`config.mk`:
```
export PLATFORM = sky130hd
export DESIGN_NAME = decode_ctrl_stage_flat
export DESIGN_NICKNAME = d
export VERILOG_FILES = /design/src/rtl/riscv_pkg.sv /design/src/rtl/decode_ctrl_stage_if.sv /design/src/rtl/ctrl_decoder.sv /design/src/rtl/decode_ctrl_stage.sv /design/src/flat_wrapper.sv
export SDC_FILE = /design/constraint.sdc
export NUM_CORES = 1
export LEC_CHECK = 0
export BUFFER_PORTS_ARGS = -buffer_cell sky130_fd_sc_hd__clkbuf_2
export CAP_MARGIN = 5
export CELL_PAD_IN_SITES_DETAIL_PLACEMENT = 1
export CELL_PAD_IN_SITES_GLOBAL_PLACEMENT = 2
export CORE_ASPECT_RATIO = 1.4
export CORE_UTILIZATION = 27
export CTS_CLUSTER_DIAMETER = 200
export DETAILED_ROUTE_END_ITERATION = 7
export PLACE_DENSITY_LB_ADDON = 0.1
export SYNTH_ARGS = -nofsm -noshare
export SYNTH_HDL_FRONTEND = slang
export SYNTH_SLANG_ARGS = --single-unit
```
`constraint.sdc`:
```
create_clock -name clk -period 3.8 [get_ports clk]
set_clock_uncertainty 0.2 [all_clocks]
set_input_delay 0 -clock clk [delete_from_list [all_inputs] [get_ports clk]]
set_output_delay 0 -clock clk [all_outputs]
set_load 0.05 [all_outputs]
```
`src/rtl/riscv_pkg.sv`:
```
// Shared RISC-V decode constants, the control bundle layout and the halt FSM states.
package riscv_pkg;

    // Major opcodes
    localparam logic [6:0] OPC_LOAD     = 7'b0000011;
    localparam logic [6:0] OPC_OP_IMM   = 7'b0010011;
    localparam logic [6:0] OPC_AUIPC    = 7'b0010111;
    localparam logic [6:0] OPC_OP_IMM32 = 7'b0011011;
    localparam logic [6:0] OPC_STORE    = 7'b0100011;
    localparam logic [6:0] OPC_OP       = 7'b0110011;
    localparam logic [6:0] OPC_LUI      = 7'b0110111;
    localparam logic [6:0] OPC_OP32     = 7'b0111011;
    localparam logic [6:0] OPC_BRANCH   = 7'b1100011;
    localparam logic [6:0] OPC_JALR     = 7'b1100111;
    localparam logic [6:0] OPC_JAL      = 7'b1101111;
    localparam logic [6:0] OPC_SYSTEM   = 7'b1110011;

    // ALU B-operand source select
    localparam logic [1:0] ALU_SRC_REG = 2'd0;
    localparam logic [1:0] ALU_SRC_IMM = 2'd1;
    localparam logic [1:0] ALU_SRC_PC  = 2'd2;
    localparam logic [1:0] ALU_SRC_NPC = 2'd3;

    localparam logic [6:0] FUNCT7_BASE   = 7'b0000000;
    localparam logic [6:0] FUNCT7_ALT    = 7'b0100000;
    localparam logic [6:0] FUNCT7_MULDIV = 7'b0000001;

    // Load/store access sizes (funct3 encodings)
    localparam logic [2:0] MEMSIZE_B  = 3'b000;
    localparam logic [2:0] MEMSIZE_H  = 3'b001;
    localparam logic [2:0] MEMSIZE_W  = 3'b010;
    localparam logic [2:0] MEMSIZE_D  = 3'b011;
    localparam logic [2:0] MEMSIZE_BU = 3'b100;
    localparam logic [2:0] MEMSIZE_HU = 3'b101;
    localparam logic [2:0] MEMSIZE_WU = 3'b110;

    typedef struct packed {
        logic       memtoreg;
        logic       memwrite;
        logic       branch;
        logic       regwrite;
        logic       jump;
        logic       jumpsrc;
        logic       alusrc_a_zero;
        logic [2:0] memsize;
        logic [1:0] alusrc;
        logic       word_op;
        logic       mdu_op;
        logic       illegal;
        logic       system;   // halting instruction (ecall/ebreak class)
    } ctrl_bundle_t;

    typedef enum logic [1:0] {RUN, DRAIN, HALTED} halt_state_t;

endpackage

```
`src/rtl/decode_ctrl_stage_if.sv`:
```
// Handshake and control-bundle signals between IF/ID, the decode stage and EX.
interface decode_ctrl_stage_if;
    logic        in_valid;
    logic        in_ready;
    logic [31:0] instr;
    logic        flush;
    logic        out_ready;
    logic        out_valid;
    logic        memtoreg;
    logic        memwrite;
    logic        branch;
    logic        regwrite;
    logic        jump;
    logic        jumpsrc;
    logic        alusrc_a_zero;
    logic [2:0]  memsize;
    logic [1:0]  alusrc;
    logic        word_op;
    logic        mdu_op;
    logic        illegal;
    logic        hlt;

    modport master (
        output in_valid, instr, flush, out_ready,
        input  in_ready, out_valid, memtoreg, memwrite, branch, regwrite, jump, jumpsrc,
               alusrc_a_zero, memsize, alusrc, word_op, mdu_op, illegal, hlt
    );

    modport slave (
        input  in_valid, instr, flush, out_ready,
        output in_ready, out_valid, memtoreg, memwrite, branch, regwrite, jump, jumpsrc,
               alusrc_a_zero, memsize, alusrc, word_op, mdu_op, illegal, hlt
    );
endinterface

```
`src/rtl/ctrl_decoder.sv`:
```
// Purely combinational main decoder: opcode/funct3/funct7 -> control bundle.
module ctrl_decoder
    import riscv_pkg::*;
#(
    parameter int unsigned XLEN  = 32,
    parameter int unsigned M_EXT = 1
) (
    input  logic [6:0]   opc,
    input  logic [2:0]   funct3,
    input  logic [6:0]   funct7,
    output ctrl_bundle_t ctrl
);

    localparam bit Rv64 = (XLEN == 64);
    localparam bit MExt = (M_EXT != 0);

    logic legal;

    // Decode table; anything not explicitly legal collapses to a bare illegal bundle.
    always_comb begin
        ctrl  = '0;
        legal = 1'b1;
        case (opc)
            OPC_BRANCH: begin
                ctrl.branch = 1'b1;
                ctrl.alusrc = ALU_SRC_REG;
                legal       = (funct3 != 3'b010) && (funct3 != 3'b011);
            end
            OPC_JAL, OPC_JALR: begin
                ctrl.jump          = 1'b1;
                ctrl.regwrite      = 1'b1;
                ctrl.alusrc_a_zero = 1'b1;
                ctrl.alusrc        = ALU_SRC_NPC;
                ctrl.jumpsrc       = (opc == OPC_JALR);
                legal              = (opc == OPC_JAL) || (funct3 == 3'b000);
            end
            OPC_LOAD: begin
                ctrl.regwrite = 1'b1;
                ctrl.memtoreg = 1'b1;
                ctrl.alusrc   = ALU_SRC_IMM;
                ctrl.memsize  = funct3;
                case (funct3)
                    MEMSIZE_B, MEMSIZE_H, MEMSIZE_W, MEMSIZE_BU, MEMSIZE_HU: legal = 1'b1;
                    MEMSIZE_D, MEMSIZE_WU:                                   legal = Rv64;
                    default:                                                 legal = 1'b0;
                endcase
            end
            OPC_STORE: begin
                ctrl.memwrite = 1'b1;
                ctrl.alusrc   = ALU_SRC_IMM;
                ctrl.memsize  = funct3;
                case (funct3)
                    MEMSIZE_B, MEMSIZE_H, MEMSIZE_W: legal = 1'b1;
                    MEMSIZE_D:                       legal = Rv64;
                    default:                         legal = 1'b0;
                endcase
            end
            OPC_LUI: begin
                ctrl.alusrc_a_zero = 1'b1;
                ctrl.alusrc        = ALU_SRC_IMM;
                ctrl.regwrite      = 1'b1;
            end
            OPC_OP_IMM: begin
                ctrl.alusrc   = ALU_SRC_IMM;
                ctrl.regwrite = 1'b1;
            end
            OPC_AUIPC: begin
                ctrl.alusrc        = ALU_SRC_PC;
                ctrl.alusrc_a_zero = 1'b1;
                ctrl.regwrite      = 1'b1;
            end
            OPC_OP: begin
                ctrl.alusrc   = ALU_SRC_REG;
                ctrl.regwrite = 1'b1;
                case (funct7)
                    FUNCT7_BASE:   legal = 1'b1;
                    FUNCT7_ALT:    legal = (funct3 == 3'b000) || (funct3 == 3'b101);
                    FUNCT7_MULDIV: begin
                        ctrl.mdu_op = 1'b1;
                        legal       = MExt;
                    end
                    default:       legal = 1'b0;
                endcase
            end
            OPC_OP_IMM32: begin
                ctrl.word_op  = 1'b1;
                ctrl.alusrc   = ALU_SRC_IMM;
                ctrl.regwrite = 1'b1;
                legal = Rv64 && ((funct3 == 3'b000) || (funct3 == 3'b001) || (funct3 == 3'b101));
            end
            OPC_OP32: begin
                ctrl.word_op  = 1'b1;
                ctrl.alusrc   = ALU_SRC_REG;
                ctrl.regwrite = 1'b1;
                case (funct7)
                    FUNCT7_BASE: legal = Rv64 && ((funct3 == 3'b000) || (funct3 == 3'b001) ||
                                                  (funct3 == 3'b101));
                    FUNCT7_ALT:  legal = Rv64 && ((funct3 == 3'b000) || (funct3 == 3'b101));
                    FUNCT7_MULDIV: begin
                        ctrl.mdu_op = 1'b1;
                        legal = Rv64 && MExt && (funct3 != 3'b001) && (funct3 != 3'b010) &&
                                (funct3 != 3'b011);
                    end
                    default:     legal = 1'b0;
                endcase
            end
            OPC_SYSTEM: begin
                ctrl.system = 1'b1;
                legal       = (funct3 == 3'b000);
            end
            default: legal = 1'b0;
        endcase

        if (!legal) begin
            ctrl         = '0;
            ctrl.illegal = 1'b1;
        end
    end

endmodule

```
`src/rtl/decode_ctrl_stage.sv`:
```
// Registered decode stage: one-entry ID/EX control register with handshake, flush and
// a halt-drain FSM that stops the front end after a halting instruction leaves.
module decode_ctrl_stage
    import riscv_pkg::*;
#(
    parameter int unsigned XLEN            = 32,
    parameter int unsigned M_EXT           = 1,
    parameter int unsigned DRAIN_CYCLES    = 3,
    parameter int unsigned HALT_ON_ILLEGAL = 1
) (
    input logic               clk,
    input logic               rst_n,
    decode_ctrl_stage_if.slave bus
);

    ctrl_bundle_t dec;
    ctrl_bundle_t bundle_q, bundle_d;
    halt_state_t  state_q, state_d;
    logic [3:0]   cnt_q, cnt_d;
    logic         out_valid_q, out_valid_d;
    logic         in_ready, accept, halting;
    logic         unused_bits;

    ctrl_decoder #(
        .XLEN  (XLEN),
        .M_EXT (M_EXT)
    ) u_ctrl_decoder (
        .opc    (bus.instr[6:0]),
        .funct3 (bus.instr[14:12]),
        .funct7 (bus.instr[31:25]),
        .ctrl   (dec)
    );

    // Register indices and immediates are consumed by other stages.
    assign unused_bits = ^{bus.instr[24:15], bus.instr[11:7], bundle_q.system};

    // Handshake: only accept in RUN, when the slot is free or draining, and never during flush.
    always_comb begin
        in_ready = (state_q == RUN) && (!out_valid_q || bus.out_ready) && !bus.flush;
        accept   = bus.in_valid && in_ready;
        halting  = dec.system || ((HALT_ON_ILLEGAL != 0) && dec.illegal);
    end

    // Next-state for the control register, valid flag and halt-drain FSM.
    always_comb begin
        state_d     = state_q;
        cnt_d       = cnt_q;
        out_valid_d = out_valid_q;
        bundle_d    = bundle_q;

        if (accept) begin
            bundle_d    = dec;
            out_valid_d = 1'b1;
        end else if (out_valid_q && bus.out_ready) begin
            out_valid_d = 1'b0;
        end
        if (bus.flush) begin
            out_valid_d = 1'b0;
        end

        case (state_q)
            RUN: begin
                if (accept && halting) begin
                    state_d = DRAIN;
                    cnt_d   = 4'(DRAIN_CYCLES);
                end
            end
            DRAIN: begin
                if (bus.flush) begin
                    // Halting instruction squashed: resume normal operation.
                    state_d = RUN;
                    cnt_d   = '0;
                end else if (!out_valid_q) begin
                    // Countdown starts once EX has taken the halting bundle.
                    if (cnt_q <= 4'd1) begin
                        state_d = HALTED;
                        cnt_d   = '0;
                    end else begin
                        cnt_d = cnt_q - 4'd1;
                    end
                end
            end
            HALTED:  out_valid_d = 1'b0;
            default: state_d = RUN;
        endcase
    end

    // State registers with synchronous active-low reset.
    always_ff @(posedge clk) begin
        if (!rst_n) begin
            state_q     <= RUN;
            cnt_q       <= '0;
            out_valid_q <= 1'b0;
            bundle_q    <= '0;
        end else begin
            state_q     <= state_d;
            cnt_q       <= cnt_d;
            out_valid_q <= out_valid_d;
            bundle_q    <= bundle_d;
        end
    end

    assign bus.in_ready      = in_ready;
    assign bus.out_valid     = out_valid_q;
    assign bus.memtoreg      = bundle_q.memtoreg;
    assign bus.memwrite      = bundle_q.memwrite;
    assign bus.branch        = bundle_q.branch;
    assign bus.regwrite      = bundle_q.regwrite;
    assign bus.jump          = bundle_q.jump;
    assign bus.jumpsrc       = bundle_q.jumpsrc;
    assign bus.alusrc_a_zero = bundle_q.alusrc_a_zero;
    assign bus.memsize       = bundle_q.memsize;
    assign bus.alusrc        = bundle_q.alusrc;
    assign bus.word_op       = bundle_q.word_op;
    assign bus.mdu_op        = bundle_q.mdu_op;
    assign bus.illegal       = bundle_q.illegal;
    assign bus.hlt           = (state_q == HALTED);

endmodule

```
`src/flat_wrapper.sv`:
```
// flat-port wrapper written by rule: the top's interface ports become plain ports
module decode_ctrl_stage_flat import riscv_pkg::*;
#(
    parameter int unsigned XLEN            = 32,
    parameter int unsigned M_EXT           = 1,
    parameter int unsigned DRAIN_CYCLES    = 3,
    parameter int unsigned HALT_ON_ILLEGAL = 1
)
  (clk, rst_n, bus_in_valid, bus_instr, bus_flush, bus_out_ready, bus_in_ready, bus_out_valid, bus_memtoreg, bus_memwrite, bus_branch, bus_regwrite, bus_jump, bus_jumpsrc, bus_alusrc_a_zero, bus_memsize, bus_alusrc, bus_word_op, bus_mdu_op, bus_illegal, bus_hlt);
  decode_ctrl_stage_if bus_i ();
  input logic clk;
  input logic rst_n;
  input wire logic [$bits(bus_i.in_valid)-1:0] bus_in_valid;
  input wire logic [$bits(bus_i.instr)-1:0] bus_instr;
  input wire logic [$bits(bus_i.flush)-1:0] bus_flush;
  input wire logic [$bits(bus_i.out_ready)-1:0] bus_out_ready;
  output wire logic [$bits(bus_i.in_ready)-1:0] bus_in_ready;
  output wire logic [$bits(bus_i.out_valid)-1:0] bus_out_valid;
  output wire logic [$bits(bus_i.memtoreg)-1:0] bus_memtoreg;
  output wire logic [$bits(bus_i.memwrite)-1:0] bus_memwrite;
  output wire logic [$bits(bus_i.branch)-1:0] bus_branch;
  output wire logic [$bits(bus_i.regwrite)-1:0] bus_regwrite;
  output wire logic [$bits(bus_i.jump)-1:0] bus_jump;
  output wire logic [$bits(bus_i.jumpsrc)-1:0] bus_jumpsrc;
  output wire logic [$bits(bus_i.alusrc_a_zero)-1:0] bus_alusrc_a_zero;
  output wire logic [$bits(bus_i.memsize)-1:0] bus_memsize;
  output wire logic [$bits(bus_i.alusrc)-1:0] bus_alusrc;
  output wire logic [$bits(bus_i.word_op)-1:0] bus_word_op;
  output wire logic [$bits(bus_i.mdu_op)-1:0] bus_mdu_op;
  output wire logic [$bits(bus_i.illegal)-1:0] bus_illegal;
  output wire logic [$bits(bus_i.hlt)-1:0] bus_hlt;
  assign bus_i.in_valid = bus_in_valid;
  assign bus_i.instr = bus_instr;
  assign bus_i.flush = bus_flush;
  assign bus_i.out_ready = bus_out_ready;
  assign bus_in_ready = bus_i.in_ready;
  assign bus_out_valid = bus_i.out_valid;
  assign bus_memtoreg = bus_i.memtoreg;
  assign bus_memwrite = bus_i.memwrite;
  assign bus_branch = bus_i.branch;
  assign bus_regwrite = bus_i.regwrite;
  assign bus_jump = bus_i.jump;
  assign bus_jumpsrc = bus_i.jumpsrc;
  assign bus_alusrc_a_zero = bus_i.alusrc_a_zero;
  assign bus_memsize = bus_i.memsize;
  assign bus_alusrc = bus_i.alusrc;
  assign bus_word_op = bus_i.word_op;
  assign bus_mdu_op = bus_i.mdu_op;
  assign bus_illegal = bus_i.illegal;
  assign bus_hlt = bus_i.hlt;
  decode_ctrl_stage #(.XLEN(XLEN), .M_EXT(M_EXT), .DRAIN_CYCLES(DRAIN_CYCLES), .HALT_ON_ILLEGAL(HALT_ON_ILLEGAL)) u_core (.clk(clk), .rst_n(rst_n), .bus(bus_i));
endmodule
```
After elaboration in Yosys (flattened, before gate mapping). Cells that the tools add are included.

Bits in registers: 22. Input port bits: 37. Output and inout bits: 18. Word-level logic and storage cells: 104.

$add $sub $neg: 1. Magnitude comparators: 1. Eq/ne operators: 25. Muxes and demuxes: 29. Bitwise gates (word level): 2. Reductions and logical operators: 31.

Operator list (number): == test 7 x 6 -> 1 bit (second input constant) (5); == test 7 bit (second input constant) (4); == test 7 x 5 -> 1 bit (second input constant) (3); 2-to-1 mux 16 bit (1); 2-to-1 mux 4 bit (4); 2-to-1 mux 1 bit (13); one-hot mux 2 bit (3 select lines) (2); 2-to-1 mux 2 bit (5); OR reduction 2 bit (5); OR reduction 5 bit (2); inequality test 3 x 2 -> 1 bit (second input constant) (3); OR reduction 3 bit (3); OR reduction 9 bit (1); one-hot mux 4 bit (2 select lines) (1); == test 7 x 1 -> 1 bit (second input constant) (1); == test 7 x 2 -> 1 bit (second input constant) (1); logical NOT 7 bit (1); one-hot mux 1 bit (7 select lines) (1); == test 3 bit (second input constant) (2); logical AND 1 bit (6); <= comparator 4 x 1 -> 1 bit (second input constant) (1); logical OR 1 bit (4); AND reduction 4 bit (1); nonzero test 2 bit (2); other kinds (15) (17).

Longest topological paths before layout. Gate-level depths: netlist (run 1).

Depth in word-level cells: 9. Gate-level depth with buffers: 8.

Modules after synthesis. A second synthesis (run 1) with hierarchy kept.

Cell total of the unflattened synthesis: 157. Area total of the unflattened synthesis: 1378.8 sq um.

Modules (own cells, without submodules): decode_ctrl_stage (instances 1, cells an instance 95, area each 952.2 sq um, seq. area each 440.4 sq um); ctrl_decoder (instances 1, cells an instance 62, area each 426.7 sq um, seq. area each 0.0 sq um).

Worst setup path before layout (run 1). Ideal clock, no wire load.

Kind: flip-flop to flip-flop. Start: register u_core.out_valid_q, in the netlist u_core.bus.out_valid. End: register u_core.cnt_q[3]. Library setup time: 0.069 ns. Arrival time: 1.717 ns. Required time: 3.531 ns. Slack: 1.814 ns. Cell stages (with the launch flop): 7. Buffers on the path: 1. Path through: dfxtp_1 nand2b_1 nand3_1 clkbuf_1 nor4_1 or3_1 o21ai_1.

Word-level cells in the longest chain between the ends: 8. Elaborated cells between the ends (all ways): 9.

Ends and longest elaborated chain: from (decl) (RTL line decode_ctrl_stage.sv:20) `logic out_valid_q, out_valid_d;`; from (signal assigned) (RTL line decode_ctrl_stage.sv:98) `out_valid_q <= out_valid_d;`; logical NOT 1 bit (RTL line decode_ctrl_stage.sv:39) `in_ready = (state_q == RUN) && (!out_valid_q || bus.out_ready) && !bus.flush;`; logical OR 1 bit (RTL line decode_ctrl_stage.sv:39); logical AND 1 bit (2 in series) (RTL line decode_ctrl_stage.sv:39); logical AND 1 bit (RTL line decode_ctrl_stage.sv:40) `accept = bus.in_valid && in_ready;`; logical AND 1 bit (RTL line decode_ctrl_stage.sv:63) `if (accept && halting) begin`; inequality test 2 bit (no line); AND reduction 3 bit (no line) *; to (signal assigned) (RTL line decode_ctrl_stage.sv:97) `cnt_q <= cnt_d;`; to (decl) (RTL line decode_ctrl_stage.sv:19) `logic [3:0] cnt_q, cnt_d;`.

Every way passes the cells marked *; elsewhere a longest branch is shown, timed or not. A chain may end at the register's enable or synchronous reset.

Final worst setup path (run 1).
Start: input bus_instr[0]. End: register u_core.bundle_q, in the netlist u_core.bus.mdu_op.

Word-level cells in the longest chain between the ends: 4. Elaborated cells between the ends (all ways): 18.

Ends and longest elaborated chain: from (decl) (RTL line flat_wrapper.sv:14) `input wire logic [$bits(bus_i.instr)-1:0] bus_instr;`; == test 7 x 5 -> 1 bit (tied with other cells) (RTL line ctrl_decoder.sv:23) `case (opc)`; OR reduction 3 bit (no line) (tied with other cells); one-hot mux 1 bit (7 select lines) / 2-to-1 mux 1 bit (equally long branches); 2-to-1 mux 16 bit * (RTL line ctrl_decoder.sv:114) `if (!legal) begin`; to (signal assigned) (RTL line decode_ctrl_stage.sv:99) `bundle_q <= bundle_d;`; to (decl) (RTL line decode_ctrl_stage.sv:17) `ctrl_bundle_t bundle_q, bundle_d;`.

Marks and branches as above.

==> flow_metrics.tcl, run 1 <==
set metrics [dict create \
    place.port_buffers 39 \
    maxCapViolCount 0 \
    synth_flop_cell "dfxtp_1" \
    synth-edff-count 0 \
    wl_per_cell_um 14.5 \
    cts_tree "built" \
    fin_ws_ps 1130 \
    holdPathEnd "u_core.bus.alusrc_a_zero" \
    path_clk_slew_ps 80 \
    yosysWarnings 0 \
    synth_top_area_frac 0.348 \
    grtUsageMet3 0.0234 \
    place_congestion 0.809 \
    max_freq_ghz 0.375 \
    synth.avg_cell_area_um2 7.63 \
    drc_errors 0 \
    hold_viol 0 \
    tightestPinTransition_ps 844 \
    area_growth_pct 35.5 \
    crit_fanout 10 \
    grt_pass1_wl_um 6640 \
    grt_max_degree 21 \
    total_leakage_power_nw 0.701 \
    hp-start "bus_instr[1]" \
    placedInstanceArea_mm2 0.00151 \
    fin_tns_setup_ps 0 \
    vias_per_cell 5.03 \
    cts_max_level 1 \
    cp-end-kind "register" \
    finalInstanceArea_mm2 0.00172 \
    grt_pass1_vias 1469 \
    p_per_area_mw_per_mm2 341 \
    cts.sink_count 22 \
    worstSkewPairLatency_ps 260 \
    hp-class "input pin to register" \
    antenna_found_initial 0 \
    grt_busiest_layer "met2" \
    core_mm2 0.00450 \
    antenna-diode-count 0 \
    ys_async_sr_fraction 0 \
    antenna_left 0 \
    synthTopCellsByArea "dfxtp_1 35%, nand2_1 6.8%, a21oi_1 5.9%" \
    pre_cts_ws_ps 1460 \
    rows 29 \
    hpwl_um 3120 \
    cts_buffers 3 \
    met1_usage 0.173 \
    arrival_ps 2610 \
    synth_cell_type_count 42 \
    rsz0062_at_grt "no" \
    synth_seq_cells 22 \
    gr-total-overflow 0 \
    syn_inst 166 \
    drive_gt1_frac 0.219 \
    clockRootBuffer "clkbuf_8" \
    r2r_setup_slack_ps 1480 \
    power_mw 0.585 \
    finalCritPeriodShare 0.702 \
    grt_util_all_layers 0.173 \
    first_pass_iters 4 \
    die_area_mm2 0.00497 \
    post_cts_resize_count 0 \
    start_util 0.281 \
    whs_path_depth 5 \
    met2_usage 0.341 \
    die_h_um 83.0 \
    setup_viol 0 \
    routed_wl_um 4020 \
    ios 55 \
    r2r_end "u_core.cnt_q[0]" \
    worst_r2r_path_depth 6 \
    final_util 0.381 \
    required_ps 3740 \
    nets 255 \
    worstSetupPathType "input pin to register" \
    yosysSeqAreaShare 0.348 \
    synth.cell_area_mm2 0.00127 \
    yosys.area.top_type "dfxtp_1" \
    maxSlewViolCount 0 \
    startpoint_type "input pin" \
    die_width_um 59.9 \
    drt_iter0_drc 66 \
    clockBufferDepth 2 \
    relSlewSlack 0.433 \
    min_period_ps 2670 \
    num_vias 1392 \
    synth_fp_nets 205 \
    r2r_start "u_core.state_q[0]" \
    status "finished, final reports clean" \
    ir_drop_v 0.000198 \
]
power breakdown:
part           internal [mW]  total [mW]  leakage (nW)  switching [mW]
Sequential             0.237       0.244         0.178         0.00705
Combinational         0.0463       0.121         0.487          0.0749
Clock                  0.141       0.219        0.0357          0.0788
Total                  0.424       0.585         0.701           0.161
worst max-delay path, cell delays in order:
cell and delay, ps:
dlygate4sd3_1 540, clkbuf_2 110, nand2_1 90, dlygate4sd3_1 560, a211oi_1 70, a21o_1 200, nor3_1 710, nand4b_1 240
a21oi_1 90
registers in the layout, indices dropped and copies added (netlist names):
signal,count
u_core.cnt_q,4
u_core.bus.memsize,3
u_core.bus.alusrc,2
u_core.state_q,2
u_core.bus.alusrc_a_zero,1
u_core.bus.branch,1
u_core.bus.illegal,1
u_core.bus.jump,1
u_core.bus.jumpsrc,1
u_core.bus.mdu_op,1
u_core.bus.memtoreg,1
u_core.bus.memwrite,1
u_core.bus.out_valid,1
u_core.bus.regwrite,1
u_core.bus.word_op,1
per-layer routing:
metal	share of wire	routed length (µm)
met5	0	0
met4	0.016	65
met3	0.019	75
met2	0.60	2410
met1	0.37	1470
cells in the mapped netlist, types with 4 or more instances:
library cell,instances
a21oi_1,15
nor2b_1,4
o21ai_1,4
nand4b_1,8
nor2_1,13
nor3_1,4
inv_1,8
clkbuf_1,5
o21ai_0,9
nand2_1,23
dfxtp_1,22
through the flow:
step | hold slack [ps] | instances
after floorplan | -110 | 166
after detailed placement | 49.1 | 260
after global placement | 29.3 | 260
final | 37.0 | 277
after CTS | 3.20 | 276
after global routing | 57.6 | 277
cell usage in the layout, fill, tap and decap left out, types with 4 or more instances in the layout:
cell type	n
nor3_1	4
o21ai_0	9
clkbuf_2	39
dlygate4sd3_1	13
inv_1	8
o21ai_1	4
a21oi_1	15
nand2_1	23
nor2_1	13
nor2b_1	4
nand4b_1	8
dfxtp_1	22
cell type report:
cell class	instances	area (µm²)
well taps	62	77.6
fillers	586	2780
repair buffers	53	333
flip-flops and latches	22	440
multi-input cells	127	759
clock buffers	3	41.3
clock inverters	1	30.0
inverters	9	33.8
kinds of logic (layout without fill, tap and decap cells):
| logic type | after synthesis | count (layout) | synth area share |
|---|---|---|---|
| XOR/XNOR | 1 | 1 | 0.00692 |
| AND/OR/NAND/NOR | 78 | 78 | 0.347 |
| AO/OA/AOI/OAI | 44 | 44 | 0.210 |
| adder cells (fa/ha/maj) | 2 | 2 | 0.0198 |
| buffers and inverters | 17 | 66 | 0.0524 |
| multiplexers | 2 | 2 | 0.0158 |
| flip-flops | 22 | 22 | 0.348 |
worst max-delay path by stage:
stage	to	startpoint	cells after the start
final	u_core.bus.mdu_op	bus_instr[0]	9
after detailed placement	u_core.cnt_q[0]	u_core.state_q[0]	6
after CTS	u_core.bus.mdu_op	bus_instr[0]	9
after global routing	u_core.bus.mdu_op	bus_instr[0]	9
after floorplan	u_core.cnt_q[3]	u_core.bus.out_valid	6
after global placement	u_core.cnt_q[3]	u_core.cnt_q[0]	8
repair_timing:
action                                 CTS  global route
hold buffers                            12             1
buffers inserted                         0             0
endpoints found under the hold margin   14             1
No activity file was read; power rests on OpenSTA's default activity.
==> run 2, diff against run 1 <==
--- a/config.mk
+++ b/config.mk
@@ -10,7 +10,7 @@
 export CELL_PAD_IN_SITES_DETAIL_PLACEMENT = 1
 export CELL_PAD_IN_SITES_GLOBAL_PLACEMENT = 2
 export CORE_ASPECT_RATIO = 1.4
-export CORE_UTILIZATION = 27
+export CORE_UTILIZATION = 25
 export CTS_CLUSTER_DIAMETER = 200
 export DETAILED_ROUTE_END_ITERATION = 7
 export PLACE_DENSITY_LB_ADDON = 0.1
==> constraint.sdc (replaced) <==
create_clock -name clk -period 2.7 [get_ports clk]
set_clock_uncertainty 0.2 [all_clocks]
set_input_delay 0 -clock clk [delete_from_list [all_inputs] [get_ports clk]]
set_output_delay 0 -clock clk [all_outputs]
set_load 0.05 [all_outputs]
==> flow_metrics.tcl, run 2 (synthesis results as in run 1) <==
set metrics [dict create \
    min_period_ps 2470 \
    ir_drop_v 0.000186 \
    antenna_left 0 \
    die_area_mm2 0.00536 \
    grt_pass1_vias 1487 \
    first_pass_iters 3 \
    status "finished, final reports clean" \
    gr-total-overflow 0 \
    place_congestion 0.773 \
    grt_pass1_wl_um 6710 \
    num_vias 1400 \
    cp-end-kind "register" \
    ios 55 \
    max_freq_ghz 0.405 \
    fin_tns_setup_ps 0 \
    drc_errors 0 \
    antenna-diode-count 0 \
    cts_max_level 1 \
    p_clk_frac 0.378 \
    hpwl_um 3010 \
    vias_per_cell 4.98 \
    arrival_ps 2440 \
    cts_tree "built" \
    finalCritPeriodShare 0.914 \
    wl_per_cell_um 14.2 \
    p_int_mw 0.597 \
    place.port_buffers 39 \
    routed_wl_um 3990 \
    p_per_area_mw_per_mm2 473 \
    required_ps 2680 \
    p_comb_frac 0.203 \
    start_util 0.261 \
    grt_util_all_layers 0.156 \
    core_mm2 0.00484 \
    pre_cts_ws_ps 435 \
    clockRootBuffer "clkbuf_8" \
    die_width_um 62.1 \
    total_leakage_power_nw 0.718 \
    fill_cells 597 \
    drive_gt1_frac 0.217 \
    worstSkewPairLatency_ps 270 \
    largest_reg_flops 4 \
    rows 30 \
    grt_max_degree 20 \
    startpoint_type "input pin" \
    setup_viol 0 \
    final_common_cell "clkbuf_2" \
    crit_fanout 12 \
    power_mw 0.822 \
    swShare 0.273 \
    fin_ws_ps 233 \
    cts_buffers 3 \
    tightestPinTransition_ps 984 \
    hold_viol 0 \
    final_cell_mix "39 x clkbuf_2, 23 x nand2_1, 22 x dfxtp_1" \
    hp-class "input pin to register" \
    drt_iter0_drc 42 \
    p_switching_mw 0.224 \
    maxCapViolCount 0 \
    nets 257 \
    area_growth_pct 37.3 \
    seqPwrFrac 0.419 \
    regMostFlops "u_core.cnt_q" \
    relSlewSlack 0.339 \
    path_clk_slew_ps 90 \
    postCtsSetupBuffers 0 \
    maxSlewViolCount 0 \
    antenna_found_initial 0 \
    rsz0062_at_grt "no" \
    clockBufferDepth 2 \
    worstSetupPathType "input pin to register" \
    cts.sink_count 22 \
    die_h_um 86.2 \
]
[run 2: cell count changes in the layout (fill, tap and decap cells not counted), sizes merged]
cell and change:
dlygate4sd3 +2
[run 2: stage by stage]
| stage | hold WS (ps) | instances | util | instance area [µm²] |
|---|---|---|---|---|
| after detailed placement | 43.1 | 262 | 0.313 | 1520 |
| final | 6.75 | 281 | 0.359 | 1740 |
| after floorplan | -110 | 166 | - | 1270 |
| after global routing | 30.4 | 281 | 0.359 | 1740 |
| after CTS | 8.36 | 281 | 0.359 | 1740 |
| after global placement | 37.8 | 262 | 0.313 | 1520 |
[run 2: final timing paths]
check        slack (ps)                     start  cells past startpoint                        to
min                   7              bus_instr[1]                      5  u_core.bus.alusrc_a_zero
max reg2reg         300         u_core.state_q[1]                      5      u_core.bus.out_valid
max                 230              bus_instr[5]                      8     u_core.bus.memsize[2]
min reg2reg         250  u_core.bus.alusrc_a_zero                      2  u_core.bus.alusrc_a_zero
[run 2: layout make-up]
type,count,area [µm²],share of cell area
Sequential cell,22,440,0.253
Inverter,9,33.8,0.0194
Timing Repair Buffer,55,353,0.203
Multi-Input combinational cell,127,759,0.437
Clock inverter,1,30.0,0.0173
Tap cell,64,80.1,0.0461
Clock buffer,3,41.3,0.0238
[run 2: power groups by stage]
stage | sequential, mW | clock, mW | combinational [mW]
4_1_cts | 0.345 | 0.320 | 0.170
5_1_grt | 0.347 | 0.334 | 0.189
3_3_place_gp | 0.352 | 0 | 0.151
3_5_place_dp | 0.352 | 0 | 0.155
2_1_floorplan | 0.359 | 0 | 0.0945
6_report | 0.344 | 0.310 | 0.167
[run 2: routing by layer]
| layer | GRT usage | routed length, µm | part of all wire | vias to the layer above |
|---|---|---|---|---|
| li1 | - | - | - | 698 |
| met1 | 0.162 | 1620 | 0.41 | 669 |
| met2 | 0.307 | 2200 | 0.55 | 24 |
| met3 | 0.0197 | 86 | 0.022 | 9 |
| met4 | 0.0719 | 85 | 0.021 | 0 |
| met5 | 0 | 0 | 0 | - |
[run 2: worst max-delay path, stage by stage]
cell and delay [ps]:
dlygate4sd3_1 530, clkbuf_2 240, or4b_1 490, nor4b_2 290, and4_1 310, nor3_1 180
nand4b_1 230, a21oi_1 180
[run 2: timing repair]
action                                 CTS  global route
hold buffers                            15             0
endpoints found under the hold margin   16             0
gates resized for setup                  0             0
